`src/rtl/cic_interp_seq_if.sv`:
```
// Control/status bundle between the CIC interpolator sequencer and its datapath/host.
// The master side drives the requests and the upstream valid; the sequencer is the slave.
interface cic_interp_seq_if #(
  parameter int gp_rate_width = 8
);
  logic                     ena;
  logic [gp_rate_width-1:0] rate;
  logic                     start;
  logic                     stop;
  logic                     in_valid;
  logic                     in_ready;
  logic                     comb_ena;
  logic                     upsmp_sel;
  logic                     int_ena;
  logic                     out_valid;
  logic                     busy;
  logic                     underrun;
  logic [gp_rate_width-1:0] phase;

  modport master (
    output ena, rate, start, stop, in_valid,
    input  in_ready, comb_ena, upsmp_sel, int_ena, out_valid, busy, underrun, phase
  );

  modport slave (
    input  ena, rate, start, stop, in_valid,
    output in_ready, comb_ena, upsmp_sel, int_ena, out_valid, busy, underrun, phase
  );
endinterface

```
`src/rtl/cic_interp_seq.sv`:
```
// CIC interpolator sequencer: low-rate comb strobes, high-rate integrator strobes,
// zero-stuff select and fill/flush tracking for a qualified output-valid.
module cic_interp_seq #(
  parameter int gp_rate_width = 8,
  parameter int gp_latency    = 6,
  parameter int gp_cnt_width  = 4
) (
  input  logic              i_clk,
  input  logic              i_rst_an,
  cic_interp_seq_if.slave   bus
);
  typedef enum logic [1:0] {IDLE, FILL, RUN, FLUSH} state_t;

  localparam logic [gp_cnt_width-1:0] cnt_last = gp_cnt_width'(gp_latency - 1);

  state_t                   state_reg, state_next;
  logic [gp_rate_width-1:0] phase_reg, phase_next;
  logic [gp_rate_width-1:0] rate_reg, rate_next;
  logic [gp_cnt_width-1:0]  cnt_reg, cnt_next;
  logic                     sel_reg, sel_next;
  logic                     underrun_reg, underrun_next;
  logic                     from_run_reg, from_run_next;
  logic                     busy_reg, busy_next;
  logic                     in_ready_c;
  logic                     comb_ena_c;

  assign in_ready_c = bus.ena && (state_reg == FILL || state_reg == RUN) && (phase_reg == '0);
  assign comb_ena_c = in_ready_c && bus.in_valid;

  always_ff @(posedge i_clk or negedge i_rst_an) begin
    if (!i_rst_an) begin
      state_reg    <= IDLE;
      phase_reg    <= '0;
      rate_reg     <= '0;
      cnt_reg      <= '0;
      sel_reg      <= 1'b0;
      underrun_reg <= 1'b0;
      from_run_reg <= 1'b0;
      busy_reg     <= 1'b0;
    end else begin
      state_reg    <= state_next;
      phase_reg    <= phase_next;
      rate_reg     <= rate_next;
      cnt_reg      <= cnt_next;
      sel_reg      <= sel_next;
      underrun_reg <= underrun_next;
      from_run_reg <= from_run_next;
      busy_reg     <= busy_next;
    end
  end

  always_comb begin
    state_next    = state_reg;
    phase_next    = phase_reg;
    rate_next     = rate_reg;
    cnt_next      = cnt_reg;
    underrun_next = underrun_reg;
    from_run_next = from_run_reg;
    sel_next      = sel_reg;

    if (bus.ena) begin
      // sel follows acceptance by exactly one enabled cycle
      sel_next = comb_ena_c;
      if (state_reg != IDLE) begin
        phase_next = (phase_reg == rate_reg - 1'b1) ? '0 : phase_reg + 1'b1;
      end

      case (state_reg)
        IDLE: begin
          if (bus.start) begin
            rate_next     = (bus.rate == '0) ? gp_rate_width'(1) : bus.rate;
            phase_next    = '0;
            cnt_next      = '0;
            underrun_next = 1'b0;
            state_next    = FILL;
          end
        end
        FILL: begin
          if (bus.stop) begin
            state_next    = FLUSH;
            cnt_next      = '0;
            from_run_next = 1'b0;
          end else if (cnt_reg == cnt_last) begin
            state_next = RUN;
            cnt_next   = '0;
          end else begin
            cnt_next = cnt_reg + 1'b1;
          end
        end
        RUN: begin
          if (phase_reg == '0 && !bus.in_valid) begin
            underrun_next = 1'b1;
          end
          if (bus.stop) begin
            state_next    = FLUSH;
            cnt_next      = '0;
            from_run_next = 1'b1;
          end
        end
        FLUSH: begin
          if (cnt_reg == cnt_last) begin
            state_next = IDLE;
            cnt_next   = '0;
          end else begin
            cnt_next = cnt_reg + 1'b1;
          end
        end
        default: state_next = IDLE;
      endcase
    end

    busy_next = (state_next != IDLE);
  end

  assign bus.in_ready  = in_ready_c;
  assign bus.comb_ena  = comb_ena_c;
  assign bus.upsmp_sel = bus.ena && sel_reg;
  assign bus.int_ena   = bus.ena && (state_reg != IDLE);
  assign bus.out_valid = bus.ena && ((state_reg == RUN) || (state_reg == FLUSH && from_run_reg));
  assign bus.busy      = busy_reg;
  assign bus.underrun  = underrun_reg;
  assign bus.phase     = phase_reg;
endmodule
```
`src/flat_wrapper.sv`:
```
// flat-port wrapper written by rule: the top's interface ports become plain ports
module cic_interp_seq_flat 
#(
  parameter int gp_rate_width = 8,
  parameter int gp_latency    = 6,
  parameter int gp_cnt_width  = 4
)
  (i_clk, i_rst_an, bus_ena, bus_rate, bus_start, bus_stop, bus_in_valid, bus_in_ready, bus_comb_ena, bus_upsmp_sel, bus_int_ena, bus_out_valid, bus_busy, bus_underrun, bus_phase);
  cic_interp_seq_if #(.gp_rate_width(gp_rate_width)) bus_i ();
  input  logic i_clk;
  input  logic i_rst_an;
  input wire logic [$bits(bus_i.ena)-1:0] bus_ena;
  input wire logic [$bits(bus_i.rate)-1:0] bus_rate;
  input wire logic [$bits(bus_i.start)-1:0] bus_start;
  input wire logic [$bits(bus_i.stop)-1:0] bus_stop;
  input wire logic [$bits(bus_i.in_valid)-1:0] bus_in_valid;
  output wire logic [$bits(bus_i.in_ready)-1:0] bus_in_ready;
  output wire logic [$bits(bus_i.comb_ena)-1:0] bus_comb_ena;
  output wire logic [$bits(bus_i.upsmp_sel)-1:0] bus_upsmp_sel;
  output wire logic [$bits(bus_i.int_ena)-1:0] bus_int_ena;
  output wire logic [$bits(bus_i.out_valid)-1:0] bus_out_valid;
  output wire logic [$bits(bus_i.busy)-1:0] bus_busy;
  output wire logic [$bits(bus_i.underrun)-1:0] bus_underrun;
  output wire logic [$bits(bus_i.phase)-1:0] bus_phase;
  assign bus_i.ena = bus_ena;
  assign bus_i.rate = bus_rate;
  assign bus_i.start = bus_start;
  assign bus_i.stop = bus_stop;
  assign bus_i.in_valid = bus_in_valid;
  assign bus_in_ready = bus_i.in_ready;
  assign bus_comb_ena = bus_i.comb_ena;
  assign bus_upsmp_sel = bus_i.upsmp_sel;
  assign bus_int_ena = bus_i.int_ena;
  assign bus_out_valid = bus_i.out_valid;
  assign bus_busy = bus_i.busy;
  assign bus_underrun = bus_i.underrun;
  assign bus_phase = bus_i.phase;
  cic_interp_seq #(.gp_rate_width(gp_rate_width), .gp_latency(gp_latency), .gp_cnt_width(gp_cnt_width)) u_core (.i_clk(i_clk), .i_rst_an(i_rst_an), .bus(bus_i));
endmodule
```
`config.mk`:
```
export PLATFORM = sky130hd
export DESIGN_NAME = cic_interp_seq_flat
export DESIGN_NICKNAME = d
export VERILOG_FILES = /design/src/rtl/cic_interp_seq_if.sv /design/src/rtl/cic_interp_seq.sv /design/src/flat_wrapper.sv
export SDC_FILE = /design/constraint.sdc
export NUM_CORES = 1
export LEC_CHECK = 0
export BUFFER_PORTS_ARGS = -buffer_cell sky130_fd_sc_hd__clkbuf_2
export CAP_MARGIN = 25
export CORE_MARGIN = 8
export CORE_UTILIZATION = 45
export DETAILED_ROUTE_END_ITERATION = 10
export GPL_TIMING_DRIVEN = 0
export MAX_ROUTING_LAYER = met4
export PLACE_DENSITY_LB_ADDON = 0.15
export SKIP_LAST_GASP = 1
export SYNTH_ARGS = -nofsm -noshare
export SYNTH_HDL_FRONTEND = slang
export SYNTH_SLANG_ARGS = --single-unit
```
`constraint.sdc`:
```
create_clock -name i_clk -period 4.86 [get_ports i_clk]
set_clock_uncertainty 0.1 [all_clocks]
set_input_delay 0.486 -clock i_clk [delete_from_list [all_inputs] [get_ports i_clk]]
set_output_delay 0.486 -clock i_clk [all_outputs]
set_load 0.01 [all_outputs]
```
==> run metrics <==
root buf cell clkbuf_8; pwr dens approximately 520 nW/um2; switching part of the total 0.421; crit path kind flip-flop to output port; Synth area leaders dfrtp_1 39%, ha_1 6.8%, mux2_2 4.7%; Rel. slew slack 0.558; kind of cell adding the most delay to the critical path simple AND/OR/NAND/NOR gates; critical path arrival around 2.5 ns; Yosys cell types 44; global-route wire length before repair 6390 um; share of cells above drive strength 1 0.237; CTS tree built; placed cell count about 260; fin crit share 0.630; Reg clk slew, reported paths ~0.090 ns; clock power share 0.140; Core Area roughly 3600 um2; setup tns final 0 ns; DP HPWL 2830 um; worst path cell trace inv_1 > ha_1 > or4b_2 > nor4_1 > and3_1 > and2_1 > clkbuf_2; asr flop ratio synth 1.00; number of remaining DRC errors 0; Setup Slack @ Placement around 2.1 ns; Final Hold Fails 0; vias in the first global route roughly 1300; Pint 580 uW; synthesized flop and latch total 26; max_cap viols 0; CP max stage delay ~0.57 ns; Setup Fix Bufs, Post-CTS 0; Overall Power about 1000 uW; Final WS setup 1.80 ns; switching power total around 420 uW; post-synth top area share 0.390; Synth Area per Inst 9.27 um2; Pleak 0.000924 uW; Comb pwr share 0.462; I/O Pins 29; final net count between 200 and 250; final slew viol count 0; WP data required about 4.3 ns; Via density around 5.3; RSZ-0062 raised after global routing false; Worst setup SP type flip-flop; initial antenna violation count 0; Remaining Overflow, GRT 0; area grow syn2layout 15.0%; Die Span X between 70 and 80 um; die height 76.9 um; pin count of the biggest net entering global routing 27; routed len/inst 14.5 um; Flop pwr share 0.398; Post-synth EDFFs 0; CP Buf/Inv Count 2; via count 1382; mapped cell area roughly 1700 um2; Mapped Nets ~200; VDD IR max about 200 uV; Fillers 354; PortBufs 27; synth cell count leaders 26 x dfrtp_1, 15 x nand2_1, 13 x inv_1, 13 x o21ai_0, 11 x a21oi_1; HP Class input pin to async pin; DRT iter0 DRCs 75; First-pass DRT Iterations 4; count leader, synth dfrtp_1; # hold bufs at CTS 0; final WL 3770 um; # clock sinks 26; die area between 5000 and 6000 um2; post-cts sizing count 0; Synthesis Warnings 0; Setup violations, final 0; GRT Total Usage 0.130; Placement Rows 22; Num CTS Buffers 3; run status finished, final reports clean; Worst Tran Pin Value 0.663 ns; clock latency on the worst-skew pair ~0.27 ns; worst reg-to-reg setup slack ~2.5 ns; top_reg_cell synth dfrtp_1; Min Clock Period, post-route ~3 ns; H-tree lvl count 1; CTS Buffer Depth 2; fmax 327 MHz; crit-path max FO 7; Final Non-Filler Cells 259; GP Congestion roughly 0.8; Initial Util 0.463; post-route ant nets 0; cells after synthesis 180; number of diodes 0; cell taking the most area after synthesis dfrtp_1; Critical Path Slowest Stage Cell or4b_2; Seq/Total Area, Yosys 0.390; CP endpoint kind output port
## area by class of cell
type / instances / area [um2] / share of cell area
Timing Repair Buffer: 27 / 135 / 0.0705
Multi-Input combinational cell: 136 / 946 / 0.493
Tap cell: 48 / 60.1 / 0.0313
Buffer: 5 / 22.5 / 0.0117
Inverter: 13 / 48.8 / 0.0254
Sequential cell: 26 / 651 / 0.339
Clock buffer: 4 / 55.1 / 0.0287
## worst register-to-register path: stages (launching register included)
cell,delay (ns)
dfrtp_1,0.46
inv_1,0.09
ha_1,0.19
buf_2,0.16
o21bai_1,0.16
a211o_1,0.29
a21oi_1,0.13
nor2_1,0.11
o21ai_4,0.28
o21ba_1,0.19
a21o_1,0.15
## power groups by stage
stage                     clock [uW]  combinational, uW  sequential (uW)
after global placement             0                440              397
final                            141                462              399
after CTS                        146                466              398
after detailed placement           0                461              403
after floorplan                    0                347              386
after global routing             153                520              412
## worst paths after layout
kind	startpoint	endpoint	depth (start not counted)
max	u_core.bus.phase[0]$_DFFE_PN0P_	bus_comb_ena	7
min	i_rst_an	u_core.rate_reg[1]$_DFFE_PN0P_	1
max reg2reg	u_core.rate_reg[0]$_DFFE_PN0P_	u_core.bus.phase[4]$_DFFE_PN0P_	10
min reg2reg	u_core.from_run_reg$_DFFE_PN0P_	u_core.from_run_reg$_DFFE_PN0P_	1
max in group asynchronous	i_rst_an	u_core.bus.phase[4]$_DFFE_PN0P_	1
min in group i_clk	bus_rate[7]	u_core.rate_reg[7]$_DFFE_PN0P_	2
## per-layer routing
metal / share of wire / track usage / routed length [um] / up-vias
met2: 0.47 / 0.211 / 1760 / 33
met1: 0.49 / 0.165 / 1840 / 656
met3: 0.038 / 0.0198 / 145 / 4
met5: 0 / - / 0 / -
li1: - / - / - / 689
met4: 0.0077 / 0.0308 / 29 / 0
## through the flow
| stage | util | hold slack, ns | cell area [um2] |
|---|---|---|---|
| 3_5_place_dp | 0.517 | 0.390 | 1860 |
| 6_report | 0.532 | 0.133 | 1920 |
| 4_1_cts | 0.532 | 0.160 | 1920 |
| 2_1_floorplan | - | 0.0904 | 1670 |
| 3_3_place_gp | 0.517 | 0.374 | 1860 |
| 5_1_grt | 0.532 | 0.197 | 1920 |
## logic make-up after synthesis
group	synth area share
buffers and inverters	0.0428
AND/OR/NAND/NOR	0.203
AO/OA/AOI/OAI	0.192
multiplexers	0.0473
adder cells (fa/ha/maj)	0.0675
XOR/XNOR	0.0578
flip-flops	0.390
## cells in the final DEF (no fill, tap or decap), types with 2 or more instances in the layout
cell type  count
a21oi_1       11
inv_1         13
o31ai_1        2
dfrtp_1       26
o21a_1         2
clkbuf_1       2
and3_1         2
or2_2          3
xnor2_1        6
nor4_1         3
nor2b_1        5
a21o_1         5
mux2_2         7
o21ai_0       13
nand2_1       15
nor2_1        10
buf_2          3
clkbuf_2      27
nand3_1        6
clkbuf_8       4
nor3_1         4
o21bai_1       2
ha_1           9
nand4_1        2
and2_1         2
or3_1          2
xor2_1         5
nand2b_1       2
Power figures use the tool's default switching activity.
